<file path="config.mk">
export PLATFORM = sky130hd
export DESIGN_NAME = color_histogram_flat
export DESIGN_NICKNAME = d
export VERILOG_FILES = /design/src/rtl/color_histogram_pkg.sv /design/src/rtl/color_histogram_if.sv /design/src/rtl/color_histogram_hist_bin_cnt.sv /design/src/rtl/color_histogram.sv /design/src/flat_wrapper.sv
export SDC_FILE = /design/constraint.sdc
export NUM_CORES = 1
export LEC_CHECK = 0
export CORE_MARGIN = 3
export CORE_UTILIZATION = 35
export DETAILED_ROUTE_END_ITERATION = 6
export PLACE_DENSITY = 0.64
export SLEW_MARGIN = 20
export SYNTH_ARGS = -nofsm -noshare
export SYNTH_HDL_FRONTEND = slang
export SYNTH_SLANG_ARGS = --single-unit
</file>
<file path="constraint.sdc">
create_clock -name clk -period 6.4 [get_ports clk]
set_input_delay 1.92 -clock clk [delete_from_list [all_inputs] [get_ports clk]]
set_output_delay 1.92 -clock clk [all_outputs]
set_load 0.05 [all_outputs]
</file>
<file path="src/rtl/color_histogram_pkg.sv">
// Shared image geometry, widths and state encoding for the colour histogram
// and the centroid stage that consumes its bin sums.
package color_histogram_pkg;

  localparam int c_img_cols        = 160;
  localparam int c_img_rows        = 120;
  localparam int c_nb_cols         = $clog2(c_img_cols);
  localparam int c_nb_rows         = $clog2(c_img_rows);
  localparam int c_inframe_cols    = 128;
  localparam int c_inframe_rows    = 104;
  localparam int c_nb_inframe_pxls = $clog2(c_inframe_cols * c_inframe_rows);
  localparam int c_hist_bins       = 8;
  localparam int c_nb_hist_val     = $clog2(c_inframe_rows * c_inframe_cols / c_hist_bins);
  localparam int c_nb_bin          = $clog2(c_hist_bins);
  localparam int c_nb_bin_cols     = $clog2(c_inframe_cols / c_hist_bins);
  localparam int c_nb_half         = c_nb_inframe_pxls - 1;

  localparam logic [c_nb_cols-1:0] c_col_lo   = c_nb_cols'((c_img_cols - c_inframe_cols) / 2);
  localparam logic [c_nb_cols-1:0] c_col_hi   = c_nb_cols'((c_img_cols + c_inframe_cols) / 2 - 1);
  localparam logic [c_nb_rows-1:0] c_row_lo   = c_nb_rows'((c_img_rows - c_inframe_rows) / 2);
  localparam logic [c_nb_rows-1:0] c_row_hi   = c_nb_rows'((c_img_rows + c_inframe_rows) / 2 - 1);
  localparam logic [c_nb_cols-1:0] c_col_last = c_nb_cols'(c_img_cols - 1);
  localparam logic [c_nb_rows-1:0] c_row_last = c_nb_rows'(c_img_rows - 1);

  typedef enum logic [1:0] {
    S_ACC  = 2'd0,
    S_SNAP = 2'd1,
    S_SUM  = 2'd2,
    S_OUT  = 2'd3
  } state_t;

  // Widen a bin count to the half-frame sum width.
  function automatic logic [c_nb_half-1:0] zext_bin(input logic [c_nb_hist_val-1:0] v);
    return {{(c_nb_half - c_nb_hist_val){1'b0}}, v};
  endfunction

endpackage

</file>
<file path="src/rtl/color_histogram_if.sv">
// Pixel stream in, per-frame histogram results out.
interface color_histogram_if;
  import color_histogram_pkg::*;

  logic                         pxl_valid_i;
  logic [c_nb_cols-1:0]         pxl_col_i;
  logic [c_nb_rows-1:0]         pxl_row_i;
  logic                         pxl_filt_i;
  logic [c_nb_inframe_pxls-1:0] colorpxls_o;
  logic [c_nb_hist_val-1:0]     colorpxls_bin0_o;
  logic [c_nb_hist_val-1:0]     colorpxls_bin7_o;
  logic [c_nb_half-1:0]         colorpxls_left_o;
  logic [c_nb_half-1:0]         colorpxls_rght_o;
  logic [c_nb_half-1:0]         colorpxls_bin012_o;
  logic [c_nb_half-1:0]         colorpxls_bin567_o;
  logic [c_nb_half-1:0]         colorpxls_bin01_o;
  logic [c_nb_half-1:0]         colorpxls_bin67_o;
  logic                         new_frame_proc_o;

  modport master (
    output pxl_valid_i, pxl_col_i, pxl_row_i, pxl_filt_i,
    input  colorpxls_o, colorpxls_bin0_o, colorpxls_bin7_o,
           colorpxls_left_o, colorpxls_rght_o, colorpxls_bin012_o,
           colorpxls_bin567_o, colorpxls_bin01_o, colorpxls_bin67_o,
           new_frame_proc_o
  );

  modport slave (
    input  pxl_valid_i, pxl_col_i, pxl_row_i, pxl_filt_i,
    output colorpxls_o, colorpxls_bin0_o, colorpxls_bin7_o,
           colorpxls_left_o, colorpxls_rght_o, colorpxls_bin012_o,
           colorpxls_bin567_o, colorpxls_bin01_o, colorpxls_bin67_o,
           new_frame_proc_o
  );

endinterface

</file>
<file path="src/rtl/color_histogram_hist_bin_cnt.sv">
// One column-bin hit counter; clr_load restarts it from the current hit so
// a pixel arriving on the restart cycle is still counted.
module color_histogram_hist_bin_cnt
  import color_histogram_pkg::*;
#(
  parameter int W = c_nb_hist_val
) (
  input  logic         clk,
  input  logic         rst,
  input  logic         clr_load,
  input  logic         inc,
  output logic [W-1:0] cnt
);

  logic [W-1:0] cnt_r;

  // count register: reset, restart from this cycle's hit, or accumulate
  always_ff @(posedge clk) begin
    if (!rst) begin
      cnt_r <= {W{1'b0}};
    end else if (clr_load) begin
      cnt_r <= {{(W-1){1'b0}}, inc};
    end else if (inc) begin
      cnt_r <= cnt_r + {{(W-1){1'b0}}, 1'b1};
    end else begin
      cnt_r <= cnt_r;
    end
  end

  assign cnt = cnt_r;

endmodule

</file>
<file path="src/rtl/color_histogram.sv">
// Counts colour-filtered pixels per column bin inside the inner frame and
// publishes totals and grouped bin sums three cycles after the last pixel.
module color_histogram
  import color_histogram_pkg::*;
(
  input  logic             clk,
  input  logic             rst,
  color_histogram_if.slave bus
);

  state_t                       state_r, state_s;
  logic                         hit_s, start_s, last_s, snap_s, sum_s, clr_load_s;
  logic [c_nb_bin-1:0]          bin_s;
  logic [c_nb_hist_val-1:0]     cnt_s  [c_hist_bins];
  logic [c_nb_hist_val-1:0]     hold_r [c_hist_bins];
  logic [c_nb_half-1:0]         left_s, rght_s, b012_s, b567_s, b01_s, b67_s;
  logic [c_nb_inframe_pxls-1:0] total_r;
  logic [c_nb_hist_val-1:0]     bin0_r, bin7_r;
  logic [c_nb_half-1:0]         left_r, rght_r, b012_r, b567_r, b01_r, b67_r;
  logic                         new_frame_r;

  // pixel classification: inner-frame hit, bin index, frame boundaries
  always_comb begin
    hit_s   = bus.pxl_valid_i && bus.pxl_filt_i
              && (bus.pxl_col_i >= c_col_lo) && (bus.pxl_col_i <= c_col_hi)
              && (bus.pxl_row_i >= c_row_lo) && (bus.pxl_row_i <= c_row_hi);
    bin_s   = c_nb_bin'((bus.pxl_col_i - c_col_lo) >> c_nb_bin_cols);
    start_s = bus.pxl_valid_i && (bus.pxl_col_i == {c_nb_cols{1'b0}})
              && (bus.pxl_row_i == {c_nb_rows{1'b0}}) && (state_r == S_ACC);
    last_s  = bus.pxl_valid_i && (bus.pxl_col_i == c_col_last)
              && (bus.pxl_row_i == c_row_last);
  end

  assign clr_load_s = start_s || snap_s;

  for (genvar i = 0; i < c_hist_bins; i++) begin : g_bin
    localparam logic [c_nb_bin-1:0] c_idx = c_nb_bin'(i);
    color_histogram_hist_bin_cnt #(.W(c_nb_hist_val)) u_hist_bin_cnt (
      .clk      (clk),
      .rst      (rst),
      .clr_load (clr_load_s),
      .inc      (hit_s && (bin_s == c_idx)),
      .cnt      (cnt_s[i])
    );
  end

  // frame-phase state register
  always_ff @(posedge clk) begin
    if (!rst) begin
      state_r <= S_ACC;
    end else begin
      state_r <= state_s;
    end
  end

  // next phase and per-phase strobes; counting never stalls in any phase
  always_comb begin
    state_s = state_r;
    snap_s  = 1'b0;
    sum_s   = 1'b0;
    case (state_r)
      S_ACC: begin
        if (last_s) begin
          state_s = S_SNAP;
        end else begin
          state_s = S_ACC;
        end
      end
      S_SNAP: begin
        snap_s  = 1'b1;
        state_s = S_SUM;
      end
      S_SUM: begin
        sum_s   = 1'b1;
        state_s = S_OUT;
      end
      S_OUT: begin
        state_s = S_ACC;
      end
      default: begin
        state_s = S_ACC;
      end
    endcase
  end

  // freeze the finished frame's bins while the counters restart
  always_ff @(posedge clk) begin
    for (int i = 0; i < c_hist_bins; i++) begin
      if (!rst) begin
        hold_r[i] <= {c_nb_hist_val{1'b0}};
      end else if (snap_s) begin
        hold_r[i] <= cnt_s[i];
      end else begin
        hold_r[i] <= hold_r[i];
      end
    end
  end

  // grouped sums, built outward from the frame edges
  always_comb begin
    b01_s  = zext_bin(hold_r[0]) + zext_bin(hold_r[1]);
    b012_s = b01_s + zext_bin(hold_r[2]);
    left_s = b012_s + zext_bin(hold_r[3]);
    b67_s  = zext_bin(hold_r[6]) + zext_bin(hold_r[7]);
    b567_s = b67_s + zext_bin(hold_r[5]);
    rght_s = b567_s + zext_bin(hold_r[4]);
  end

  // result registers; the pulse lands in the same cycle the results change
  always_ff @(posedge clk) begin
    if (!rst) begin
      total_r     <= {c_nb_inframe_pxls{1'b0}};
      bin0_r      <= {c_nb_hist_val{1'b0}};
      bin7_r      <= {c_nb_hist_val{1'b0}};
      left_r      <= {c_nb_half{1'b0}};
      rght_r      <= {c_nb_half{1'b0}};
      b012_r      <= {c_nb_half{1'b0}};
      b567_r      <= {c_nb_half{1'b0}};
      b01_r       <= {c_nb_half{1'b0}};
      b67_r       <= {c_nb_half{1'b0}};
      new_frame_r <= 1'b0;
    end else begin
      new_frame_r <= sum_s;
      if (sum_s) begin
        total_r <= {1'b0, left_s} + {1'b0, rght_s};
        bin0_r  <= hold_r[0];
        bin7_r  <= hold_r[7];
        left_r  <= left_s;
        rght_r  <= rght_s;
        b012_r  <= b012_s;
        b567_r  <= b567_s;
        b01_r   <= b01_s;
        b67_r   <= b67_s;
      end
    end
  end

  assign bus.colorpxls_o        = total_r;
  assign bus.colorpxls_bin0_o   = bin0_r;
  assign bus.colorpxls_bin7_o   = bin7_r;
  assign bus.colorpxls_left_o   = left_r;
  assign bus.colorpxls_rght_o   = rght_r;
  assign bus.colorpxls_bin012_o = b012_r;
  assign bus.colorpxls_bin567_o = b567_r;
  assign bus.colorpxls_bin01_o  = b01_r;
  assign bus.colorpxls_bin67_o  = b67_r;
  assign bus.new_frame_proc_o   = new_frame_r;

endmodule

</file>
<file path="src/flat_wrapper.sv">
// flat-port wrapper written by rule: the top's interface ports become plain ports
module color_histogram_flat import color_histogram_pkg::*;
  (clk, rst, bus_pxl_valid_i, bus_pxl_col_i, bus_pxl_row_i, bus_pxl_filt_i, bus_colorpxls_o, bus_colorpxls_bin0_o, bus_colorpxls_bin7_o, bus_colorpxls_left_o, bus_colorpxls_rght_o, bus_colorpxls_bin012_o, bus_colorpxls_bin567_o, bus_colorpxls_bin01_o, bus_colorpxls_bin67_o, bus_new_frame_proc_o);
  color_histogram_if bus_i ();
  input  logic clk;
  input  logic rst;
  input wire logic [$bits(bus_i.pxl_valid_i)-1:0] bus_pxl_valid_i;
  input wire logic [$bits(bus_i.pxl_col_i)-1:0] bus_pxl_col_i;
  input wire logic [$bits(bus_i.pxl_row_i)-1:0] bus_pxl_row_i;
  input wire logic [$bits(bus_i.pxl_filt_i)-1:0] bus_pxl_filt_i;
  output wire logic [$bits(bus_i.colorpxls_o)-1:0] bus_colorpxls_o;
  output wire logic [$bits(bus_i.colorpxls_bin0_o)-1:0] bus_colorpxls_bin0_o;
  output wire logic [$bits(bus_i.colorpxls_bin7_o)-1:0] bus_colorpxls_bin7_o;
  output wire logic [$bits(bus_i.colorpxls_left_o)-1:0] bus_colorpxls_left_o;
  output wire logic [$bits(bus_i.colorpxls_rght_o)-1:0] bus_colorpxls_rght_o;
  output wire logic [$bits(bus_i.colorpxls_bin012_o)-1:0] bus_colorpxls_bin012_o;
  output wire logic [$bits(bus_i.colorpxls_bin567_o)-1:0] bus_colorpxls_bin567_o;
  output wire logic [$bits(bus_i.colorpxls_bin01_o)-1:0] bus_colorpxls_bin01_o;
  output wire logic [$bits(bus_i.colorpxls_bin67_o)-1:0] bus_colorpxls_bin67_o;
  output wire logic [$bits(bus_i.new_frame_proc_o)-1:0] bus_new_frame_proc_o;
  assign bus_i.pxl_valid_i = bus_pxl_valid_i;
  assign bus_i.pxl_col_i = bus_pxl_col_i;
  assign bus_i.pxl_row_i = bus_pxl_row_i;
  assign bus_i.pxl_filt_i = bus_pxl_filt_i;
  assign bus_colorpxls_o = bus_i.colorpxls_o;
  assign bus_colorpxls_bin0_o = bus_i.colorpxls_bin0_o;
  assign bus_colorpxls_bin7_o = bus_i.colorpxls_bin7_o;
  assign bus_colorpxls_left_o = bus_i.colorpxls_left_o;
  assign bus_colorpxls_rght_o = bus_i.colorpxls_rght_o;
  assign bus_colorpxls_bin012_o = bus_i.colorpxls_bin012_o;
  assign bus_colorpxls_bin567_o = bus_i.colorpxls_bin567_o;
  assign bus_colorpxls_bin01_o = bus_i.colorpxls_bin01_o;
  assign bus_colorpxls_bin67_o = bus_i.colorpxls_bin67_o;
  assign bus_new_frame_proc_o = bus_i.new_frame_proc_o;
  color_histogram u_core (.clk(clk), .rst(rst), .bus(bus_i));
endmodule
</file>
* Word level (Yosys, flattened, before mapping)
Memory sizes are Yosys's and may differ from the RTL's.
Cells that the tools add are included.
** Word-level totals
- Flip-flop bits (word level) :: 205
- Latch bits :: 0
- RAM bits :: 88
- Bits in read-only memories :: 0
- Output and inout bits :: 115
- Logic and storage cells :: 152
- Memories :: 1
** Cells by class
- Add/sub/neg operators :: 16
- Multipliers :: 0
- Div/mod/pow operators :: 0
- Order comparisons :: 4
- Equality and inequality tests :: 12
- Shift-type cells :: 0
- Multiplexer cells :: 43
- Bitwise logic cells :: 17
- Reductions and logical operators :: 32
** Memory list
- u_core.hold_r :: words 8, bits a word 11, read ports 8, clocked after memory_dff 0, wr ports 8, RTL line color_histogram.sv:15 : logic [c_nb_hist_val-1:0] hold_r [c_hist_bins];
** Operators by type and width (number)
- 11-bit two-way mux :: 16
- 11-bit by 1-bit adder with 11-bit output, second input constant :: 8
- 13-bit by 11-bit adder with 13-bit output :: 4
- 1-bit two-way mux :: 26
- 11-bit by 11-bit adder with 12-bit output :: 2
- 1-bit logical AND :: 18
- 1-bit OR :: 16
- 2-bit nonzero test :: 8
- 13-bit by 13-bit adder with 14-bit output :: 1
- 3-bit == test, second input constant :: 4
- 8-bit == test, second input constant :: 1
- 8-bit by 5-bit greater-or-equal comparator with 1-bit output, second input constant :: 1
- 8-bit less-or-equal comparator, second input constant :: 1
- 8-bit logical NOT :: 1
- 2-bit case mux with 4 select lines :: 1
- 7-bit == test, second input constant :: 1
- 7-bit by 4-bit greater-or-equal comparator with 1-bit output, second input constant :: 1
- 7-bit less-or-equal comparator, second input constant :: 1
- 7-bit logical NOT :: 1
- 7-bit by 5-bit subtractor with 7-bit output, second input constant :: 1
- 3-bit by 2-bit == test with 1-bit output, second input constant :: 2
- 2-bit == test, second input constant :: 2
- 3-bit by 1-bit == test with 1-bit output, second input constant :: 1
- 3-bit logical NOT :: 1
- other kinds (5) :: 5

* Depth between registers and ports, before layout
Gate-level depths: netlist (run 1).
- Depth after elaboration :: 8
- Depth in mapped cells :: 28

* Modules after synthesis
A second synthesis (run 1) with hierarchy kept.
** Unflattened totals
- Cells, all modules :: 1487
- Area total of the unflattened synthesis :: 14737.9 sq um
** Modules (own cells, without submodules)
- color_histogram :: times used 1, cells an instance 1055, area each 10774.1 sq um, sequential area each 4944.7 sq um
- color_histogram_hist_bin_cnt :: times used 8, cells an instance 54, area each 495.5 sq um, sequential area each 220.2 sq um

* Worst setup path before layout (run 1)
Ideal clock, no wire load.
- Path type :: input -> register
- Start :: in rst
- End :: reg u_core.g_bin[0].u_hist_bin_cnt.cnt_r[1]
- Setup time :: 128 ps
- Arrival time :: 4958 ps
- Data required time :: 6272 ps
- Path slack :: 1314 ps
- Stages :: 6
- Cells stage by stage :: clkbuf_1 nand2b_1 nand2b_1 clkbuf_1 clkbuf_1 nor2_1
** Between the ends
- Longest elaborated chain between the ends :: 2
** RTL lines
- start, declared :: RTL line flat_wrapper.sv:6 : input logic rst;
- 1-bit inverter (no source line)
- 2-bit OR reduction (no source line)
- end signal, assigned :: RTL line color_histogram_hist_bin_cnt.sv:20 : cnt_r <= {W{1'b0}};
- end signal, assigned :: RTL line color_histogram_hist_bin_cnt.sv:22 : cnt_r <= {{(W-1){1'b0}}, inc};
- end signal, assigned :: RTL line color_histogram_hist_bin_cnt.sv:24 : cnt_r <= cnt_r + {{(W-1){1'b0}}, 1'b1};
- end, declared :: RTL line color_histogram_hist_bin_cnt.sv:15 : logic [W-1:0] cnt_r;
Every way passes these cells.
A chain may end at the register's enable or synchronous reset.

==> impl_metrics.toml, run 1 <==
[setup_path]
max_stage_delay_ns = 0.43
arrival_ns = 5.95
r2r_cells = 21
cpMaxStageDelayCell = "fa_1"
endpoint_kind = "flop"
crit_top_cell = "ha_1"
worst_setup_path_start_kind = "flop"
path_class = "flop to flop"
rr_startpoint = "u_core.hold_r[0][0]"
crit-reg2reg-capture = "u_core.bus.colorpxls_o[11]"
rrSetupSlack_ns = 0.87
cp_top_family = "compound AO/OA/AOI/OAI gates"
cp_data_required_time_ns = 6.82
critical_path_buf_inv_count = 0
crit_fanout = 5
cp_cell_sequence = "ha_1 > fa_1 > xor2_1 > ha_1 > xnor2_1 > ha_1 > nor2b_1 > o21ai_0 > a21boi_1 > o21ai_0 > a21boi_1 > o21a_1 > nor2_1 > xnor2_1 > ha_1 > and3_1 > a211o_1 > a21o_1 > a21oi_1 > xnor2_1 > a21oi_1"

[routing]
first_iter_violations = 380
routed_wl_um = 34200
route.detailed.drc = 0
firstDrtPassIters = 5
wl_per_cell_um = 16.2
vias = 10500
drtAntennaViolNets = 0
vias_per_cell = 4.95

[timing]
min_period_ns = 5.53
hold_slack_ns = 0.485
final-max-slew-violation-count = 0
fin_ws_ns = 0.872
report.final.setup_viol = 0
final.setup.tns_ns = 0
relSlewSlack_pct = 35.4
worst_pin_slew_ns = 0.969
rsz0062_at_grt = "no"
finClkSkew_ns = 0.0138
fmax_ghz = 0.181
period_share_pct = 86.4
hold_violations = 0

[place]
portBuffers = 131
place_area_sq_um = 16200
hpwlAfterDp_um = 24800
gp_congestion = 0.854
place_ws_ns = 0.879

[logic_synthesis]
synthTopCellsByCount = "240 x nor2_1, 203 x dfxtp_1, 96 x ha_1, 92 x mux2i_1, 89 x and3_1"
synth.distinct_cells = 59
yosysMostFrequentCell = "nor2_1"
netlist.area_leader.share_pct = 28.4
yosys_warnings = 0
syn_inst = 1454
synth_top_cell_by_area = "dfxtp_1"
syn_avg_cell_area_sq_um = 9.85
ys_seq_elements = 291
ys_dominant_reg_cell = "dfxtp_1"
synthArstFlopShare_pct = 0
synth-edff-count = 88
synth_area_leaders = "dfxtp_1 28%, edfxtp_1 18%, ha_1 8.4%"
ys_seq_area_share_pct = 46.8
syn_area_sq_um = 14300

[grt]
grt_pass1_wl_um = 54400
use_met2_pct = 25.7
grt.overflow.total = 0
grt-busiest-layer = "met2"
antenna_found_initial = 1
met1_usage_pct = 20.1
grt_pass1_vias = 10300
grt.total_usage_pct = 15.2
grt_util_met3_pct = 2.37
grt_max_degree = 107

[min_path]
min_from = "u_core.bus.colorpxls_left_o[1]"
whs_path_depth = 2
hold_end = "u_core.bus.colorpxls_left_o[1]"
hold_path_class = "flop to flop"

[power_and_ir_drop]
power.leakage_nw = 6.64
power_density_nw_per_um2 = 315
ir_drop_v = 0.000214

[die]
start_util_pct = 35.7
coreArea_sq_um = 40100
die_w_um = 208
ios = 134
fp.dieH_um = 208
dieArea_sq_um = 43400
rows = 73

[job]
max-cap-violations = 0

[final_layout]
num_antenna_cells = 0
layout.nets = 1691
syn_to_final_growth_pct = 19.5
stdcell_area_sq_um = 17100
fillers = 3813
drive_gt1_share_pct = 4.46

[clocking]
cts_resized = 0
clk_path_buf_depth = 3
htreeDepth = 1
hold_buffers = 0
clock-sinks = 291
tritoncts = "built"
cts_buffers = 31
clockRootBuffer = "clkbuf_16"
clk_pin_slew_ns = 0.06
clkLatencyLatePin_ns = 0.56
post_cts_buffers = 0

[status]
status = "complete, no violations"
-- per-layer routing --
layer	vias to the layer above	wire (um)
li1	5319	-
met1	4914	16100
met2	187	15700
met3	60	1410
met4	0	940
met5	-	0
-- cell type report --
class / instances / area, sq um / area share, %
flip-flops and latches: 291 / 6710 / 39.2
clock buffers: 39 / 816 / 4.77
multi-input cells: 1065 / 7270 / 42.5
inverters: 39 / 148 / 0.863
well taps: 525 / 657 / 3.84
repair buffers: 141 / 1390 / 8.09
clock inverters: 17 / 131 / 0.768
-- sequential cells by signal (all words and copies together) (netlist names) --
signal	count
u_core.g_bin.u_hist_bin_cnt.cnt	88
u_core.hold_r	88
u_core.bus.colorpxls_o	14
u_core.bus.colorpxls_bin012_o	13
u_core.bus.colorpxls_bin567_o	13
u_core.bus.colorpxls_left_o	13
u_core.bus.colorpxls_rght_o	13
u_core.bus.colorpxls_bin01_o	12
u_core.bus.colorpxls_bin67_o	12
u_core.bus.colorpxls_bin0_o	11
u_core.bus.colorpxls_bin7_o	11
u_core.state_r	2
u_core.bus.new_frame_proc_o	1
-- cells in the final DEF, fill, tap and decap left out, types with 4 or more instances in the layout --
master	count
and2_1	13
nand4_1	23
dfxtp_1	203
buf_4	9
nor3_1	25
mux2i_1	92
o21bai_1	11
inv_1	38
clkinv_2	11
o211ai_1	4
a21o_1	19
clkinv_1	4
nor2_1	240
a21oi_1	60
edfxtp_1	88
xnor2_1	56
a211oi_1	11
clkdlybuf4s50_1	130
nand2_1	69
ha_1	94
nand3_1	38
xor2_1	72
a21boi_0	6
fa_1	7
clkbuf_16	31
nand2b_1	7
o211a_1	4
o21ai_0	32
o21a_1	10
or3_1	15
nor2b_1	13
nor4_1	4
clkbuf_1	7
o21ai_1	8
and3_1	89
-- power by group --
group	internal [mW]	leakage [nW]	switching [mW]
clock	0.976	0.476	0.727
combinational	0.724	3.68	1.03
sequential	1.92	2.49	0.0153
total	3.62	6.64	1.77
-- how the worst max path moves through the flow --
stage | startpoint | endpoint | slack, ns | depth (start not counted)
2_1_floorplan | rst | u_core.g_bin[0].u_hist_bin_cnt.cnt[1] | 1.31 | 6
3_3_place_gp | u_core.hold_r[0][0] | u_core.bus.colorpxls_o[11] | 0.97 | 22
3_5_place_dp | u_core.hold_r[0][0] | u_core.bus.colorpxls_o[11] | 0.88 | 21
4_1_cts | u_core.hold_r[0][0] | u_core.bus.colorpxls_o[11] | 0.88 | 21
5_1_grt | u_core.hold_r[1][33] | u_core.bus.colorpxls_o[12] | 0.34 | 28
6_report | u_core.hold_r[0][0] | u_core.bus.colorpxls_o[11] | 0.87 | 21
-- worst reg2reg max path, stage by stage (launching register included) --
cell	delay (ns)
edfxtp_1	0.39
ha_1	0.26
fa_1	0.43
xor2_1	0.36
ha_1	0.35
xnor2_1	0.33
ha_1	0.34
nor2b_1	0.15
o21ai_0	0.26
a21boi_1	0.13
o21ai_0	0.24
a21boi_1	0.13
o21a_1	0.21
nor2_1	0.12
xnor2_1	0.21
ha_1	0.36
and3_1	0.19
a211o_1	0.32
a21o_1	0.18
a21oi_1	0.21
xnor2_1	0.14
a21oi_1	0.08
-- through the flow --
stage	cells	utilization (%)	power (mW)
final	2117	42.7	5.40
after floorplan	1455	-	3.32
after detailed placement	2061	40.3	3.73
after CTS	2117	42.7	5.45
after global routing	2117	42.7	5.72
after global placement	2061	40.3	3.70
-- logic make-up (layout without fill, tap and decap cells) --
kind of cell | count (synthesis) | count (layout) | share of synthesized area, %
xor+xnor | 130 | 130 | 8.05
mux | 92 | 92 | 6.43
buf+inv | 99 | 236 | 2.65
fa+ha+maj | 103 | 103 | 9.36
other cells | 1 | 2 | 0.0262
simple gates | 553 | 553 | 18.4
flops | 291 | 291 | 46.8
compound gates | 185 | 185 | 8.25
Power figures use the tool's default switching activity.
==> run 2, diff against run 1 <==
Settings changed: CTS_CLUSTER_SIZE set to 25.
Clock period 6.4 ns to 6.82 ns, I/O delays scaled along.
==> impl_metrics.toml, run 2 (synthesis gave the netlist of run 1 again) <==
[clocking]
clock-sinks = 291
tritoncts = "built"
hold_buffers = 0
clockRootBuffer = "clkbuf_16"
htreeDepth = 2
post_cts_buffers = 0
clkLatencyLatePin_ns = 0.51
cts_resized = 0
clk_path_buf_depth = 3
cts_buffers = 34
clk_pin_slew_ns = 0.06

[place]
placed_cells = 2059
gp_congestion = 0.859
hpwlAfterDp_um = 24800
place_area_sq_um = 16100
portBuffers = 131
place_ws_ns = 1.27

[setup_path]
cpMaxStageDelayCell = "o41ai_1"
cp_data_required_time_ns = 7.27
max_stage_delay_ns = 0.47
crit_fanout = 5
rrSetupSlack_ns = 1.23
crit_top_cell = "ha_1"
crit-reg2reg-capture = "u_core.bus.colorpxls_o[12]"
endpoint_kind = "flop"
arrival_ns = 6.04
rr_startpoint = "u_core.hold_r[0][0]"
path_class = "flop to flop"
cp_cell_sequence = "ha_1 > fa_1 > xor2_1 > ha_1 > nor2b_1 > o21ai_0 > nand2b_1 > a31oi_1 > o21bai_1 > a21o_1 > xor2_1 > ha_1 > nand3_1 > nand2_1 > a41o_1 > o41ai_1 > xnor2_2 > ha_1 > nor3_1 > o21ai_0 > and3_1 > nor3_1 > o21a_1"
worst_setup_path_start_kind = "flop"
r2r_cells = 23

[die]
rows = 73
dieArea_sq_um = 43400
fp.dieH_um = 208
coreArea_sq_um = 40100
start_util_pct = 35.7
ios = 134
die_w_um = 208

[power_and_ir_drop]
power_density_nw_per_um2 = 303
seq_power_share_pct = 34.9
p_sw_share_pct = 32.3
switchingPower_mw = 1.69
ir_drop_v = 0.000163
power.leakage_nw = 6.69
finalPower_mw = 5.22
intPower_mw = 3.53
power_frac_comb_pct = 31.6
pwr-share-clk_pct = 33.5

[min_path]
hold_path_class = "flop to flop"
hold_end = "u_core.bus.colorpxls_o[2]"
whs_path_depth = 2
min_from = "u_core.bus.colorpxls_o[2]"

[routing]
drtAntennaViolNets = 0
firstDrtPassIters = 5
routed_wl_um = 34700
vias_per_cell = 4.99
route.detailed.drc = 0
wl_per_cell_um = 16.3
first_iter_violations = 450
vias = 10600

[timing]
period_share_pct = 82.0
worst_pin_slew_ns = 0.998
finClkSkew_ns = 0.0134
fmax_ghz = 0.179
hold_violations = 0
final.setup.tns_ns = 0
rsz0062_at_grt = "no"
final-max-slew-violation-count = 0
fin_ws_ns = 1.23
min_period_ns = 5.59
report.final.setup_viol = 0
hold_slack_ns = 0.486
relSlewSlack_pct = 33.5

[final_layout]
fin_cells = 2121
drive_gt1_share_pct = 4.39
final_common_cell = "nor2_1"
layout.nets = 1692
num_antenna_cells = 0
final_util_pct = 43.0
layout_common_cells = "240 x nor2_1, 203 x dfxtp_1, 130 x clkdlybuf4s50_1"
syn_to_final_growth_pct = 20.3
stdcell_area_sq_um = 17200
fillers = 3766

[status]
status = "complete, no violations"

[grt]
grt.total_usage_pct = 15.5
grt.overflow.total = 0
grt_pass1_wl_um = 55500
grt_pass1_vias = 10500
grt_max_degree = 107
antenna_found_initial = 1

[job]
max-cap-violations = 0
==> run 2: cell types whose count changed in the layout (fill, tap and decap cells not counted), moves of 2 or more <==
cell,before,now
clkinv_2,11,4
clkbuf_16,31,37
clkinv_1,4,7
buf_4,9,7
clkbuf_1,7,9
==> run 2: worst max-delay path, delay by kind of cell (launching register included) <==
| family | cells | cell delay (ns) |
|---|---|---|
| fa+ha+maj | 5 | 1.67 |
| compound gates | 8 | 1.66 |
| simple gates | 7 | 0.92 |
| xor+xnor | 3 | 0.84 |
| flops | 1 | 0.41 |
==> run 2: power groups by stage <==
| stage | logic (mW) | clock network [mW] | registers, mW |
|---|---|---|---|
| floorplan | 1.26 | 0 | 1.85 |
| global placement | 1.62 | 0 | 1.86 |
| detailed placement | 1.65 | 0 | 1.86 |
| CTS | 1.65 | 1.80 | 1.82 |
| global route | 1.83 | 1.86 | 1.82 |
| finish | 1.65 | 1.75 | 1.82 |
==> run 2: how the worst max path moves through the flow <==
stage	start	end
CTS	u_core.hold_r[0][0]	u_core.bus.colorpxls_o[11]
floorplan	rst	u_core.g_bin[0].u_hist_bin_cnt.cnt[1]
global route	u_core.hold_r[0][0]	u_core.bus.colorpxls_o[12]
global placement	u_core.hold_r[0][0]	u_core.bus.colorpxls_o[11]
finish	u_core.hold_r[0][0]	u_core.bus.colorpxls_o[12]
detailed placement	u_core.hold_r[0][0]	u_core.bus.colorpxls_o[11]
==> run 2: final cells by class <==
cell class	count	area [sq um]	area share, %
clock inverters	14	93.8	0.545
inverters	39	148	0.857
well taps	525	657	3.81
flip-flops and latches	291	6710	38.9
multi-input cells	1065	7270	42.2
repair buffers	139	1370	7.95
clock buffers	48	987	5.73
==> run 2: routing by layer <==
layer | part of all wire (%) | track usage, % | vias to the layer above
li1 | - | - | 5311
met1 | 47 | 20.4 | 5013
met4 | 2.3 | 4.32 | 0
met2 | 47 | 26.4 | 208
met5 | 0 | 0 | -
met3 | 4.5 | 2.61 | 62
==> run 3, diff against run 2 <==
Clock period 6.82 ns to 5.2 ns, I/O delays scaled along.
==> impl_metrics.toml, run 3 (synthesis gave the netlist of run 1 again) <==
[setup_path]
crit_fanout = 4
path_class = "flop to flop"
worst_setup_path_start_kind = "flop"
arrival_ns = 5.56
cp_data_required_time_ns = 5.68
endpoint_kind = "flop"
critPathLaunch = "u_core.hold_r[0][1]"
rr_startpoint = "u_core.hold_r[0][1]"

[clocking]
clk_pin_slew_ns = 0.06
htreeDepth = 2
tritoncts = "built"
clock-sinks = 291
clkLatencyLatePin_ns = 0.53
clockRootBuffer = "clkbuf_16"
hold_buffers = 0
clk_path_buf_depth = 3
cts_buffers = 34

[die]
coreArea_sq_um = 40100
ios = 134
rows = 73
die_w_um = 208
fp.dieH_um = 208
dieArea_sq_um = 43400
start_util_pct = 35.7

[routing]
vias_per_cell = 4.94
vias = 10900
firstDrtPassIters = 4
highest_layer = "met4"
met1_length_um = 16100
route.detailed.drc = 0
dr_wl_met2_um = 16300
met3WireLength_um = 1590
routed_wl_um = 34900
first_iter_violations = 526
drtAntennaViolNets = 0
wl_per_cell_um = 15.8

[timing]
hold_slack_ns = 0.478
min_period_ns = 5.08
report.final.setup_viol = 0
period_share_pct = 97.7
hold_violations = 0
finClkSkew_ns = 0.0191
final-max-slew-violation-count = 0
relSlewSlack_pct = 30.1
fmax_ghz = 0.197
worst_pin_slew_ns = 1.05

[final_layout]
fillers = 3685
layout.nets = 1778
syn_to_final_growth_pct = 27.3
final_common_cell = "nor2_1"
drive_gt1_share_pct = 12.7
stdcell_area_sq_um = 18200
layout_common_cells = "235 x nor2_1, 203 x dfxtp_1, 130 x clkdlybuf4s50_1"
num_antenna_cells = 0

[min_path]
min_from = "u_core.bus.colorpxls_left_o[1]"
hold_path_class = "flop to flop"

[place]
portBuffers = 131
place_area_sq_um = 16700
gp_congestion = 0.837
hpwlAfterDp_um = 25100

[power_and_ir_drop]
switchingPower_mw = 2.40
power_density_nw_per_um2 = 421
p_sw_share_pct = 31.3
intPower_mw = 5.27
power_frac_comb_pct = 37.2
power.leakage_nw = 7.22
ir_drop_v = 0.000249
pwr-share-clk_pct = 31.7
seq_power_share_pct = 31.1

[grt]
grt_pass1_vias = 10700
grt_pass1_wl_um = 55700
grt.total_usage_pct = 15.7
grt_max_degree = 89
antenna_found_initial = 0
grt.overflow.total = 0

[job]
max-cap-violations = 0

[status]
status = "complete, no violations"
run 3: final cells by class:
type | count | area, sq um | area share (%)
Timing Repair Buffer | 225 | 2030 | 11.1
Sequential cell | 291 | 6710 | 36.8
Clock inverter | 11 | 135 | 0.741
Multi-Input combinational cell | 1065 | 7540 | 41.4
Clock buffer | 50 | 1010 | 5.56
Tap cell | 525 | 657 | 3.60
Inverter | 39 | 148 | 0.810
run 3: per-layer routing:
| layer | vias up | track usage (%) |
|---|---|---|
| li1 | 5495 | - |
| met1 | 5113 | 20.3 |
| met2 | 222 | 26.2 |
| met3 | 70 | 3.33 |
| met4 | 0 | 5.30 |
| met5 | - | 0 |
run 3: stage by stage:
step / util, % / std cells / setup TNS (ns) / worst slack (ns) / power, mW
5_1_grt: 45.5 / 2206 / -0.322 / -0.203 / 8.11
3_5_place_dp: 41.7 / 2133 / -0.459 / -0.194 / 5.00
6_report: 45.5 / 2206 / 0 / 0.118 / 7.67
2_1_floorplan: - / 1455 / 0 / 0.443 / 4.08
4_1_cts: 44.7 / 2196 / 0 / 0.000889 / 7.49
3_3_place_gp: 41.7 / 2133 / -0.181 / -0.121 / 4.94
run 3: worst max-delay path, stage by stage, from the launching register on:
cell	delay (ns)
edfxtp_1	0.47
ha_1	0.37
a211oi_1	0.34
o21ai_2	0.16
xor2_2	0.27
ha_1	0.32
nand2_1	0.08
nand2_1	0.06
a31oi_2	0.20
o21bai_1	0.09
a21o_1	0.22
buf_4	0.15
a31oi_1	0.20
xnor2_1	0.10
buf_4	0.16
ha_2	0.35
nor2_1	0.05
nor2_1	0.15
o41ai_2	0.09
buf_4	0.14
xnor2_2	0.14
ha_2	0.22
nor3_2	0.18
o21ai_1	0.10
and3_1	0.18
nor3_1	0.12
o21a_1	0.12
run 3: timing repair:
| item | 4_1_cts | 5_1_grt |
|---|---|---|
| pin swaps | 1 | 30 |
| endpoints found under the hold margin | 0 | 0 |
| setup buffers | 2 | 10 |
| gates resized for setup | 7 | 59 |
| endpoints found under the setup margin | 5 | 6 |
run 3: path summary, 6_finish.rpt:
kind | end | slack [ns] | depth (start not counted)
worst max-delay path | u_core.bus.colorpxls_o[12] | 0.12 | 26
worst min-delay path | u_core.bus.colorpxls_left_o[1] | 0.48 | 2
worst max register to register | u_core.bus.colorpxls_o[12] | 0.12 | 26
worst min register to register | u_core.bus.colorpxls_left_o[1] | 0.48 | 2
run 3: power groups by stage:
stage,clock [mW],sequential (mW),combinational (mW)
CTS,2.50,2.39,2.61
global route,2.59,2.39,3.13
finish,2.43,2.39,2.85
global placement,0,2.44,2.51
detailed placement,0,2.44,2.56
floorplan,0,2.43,1.65
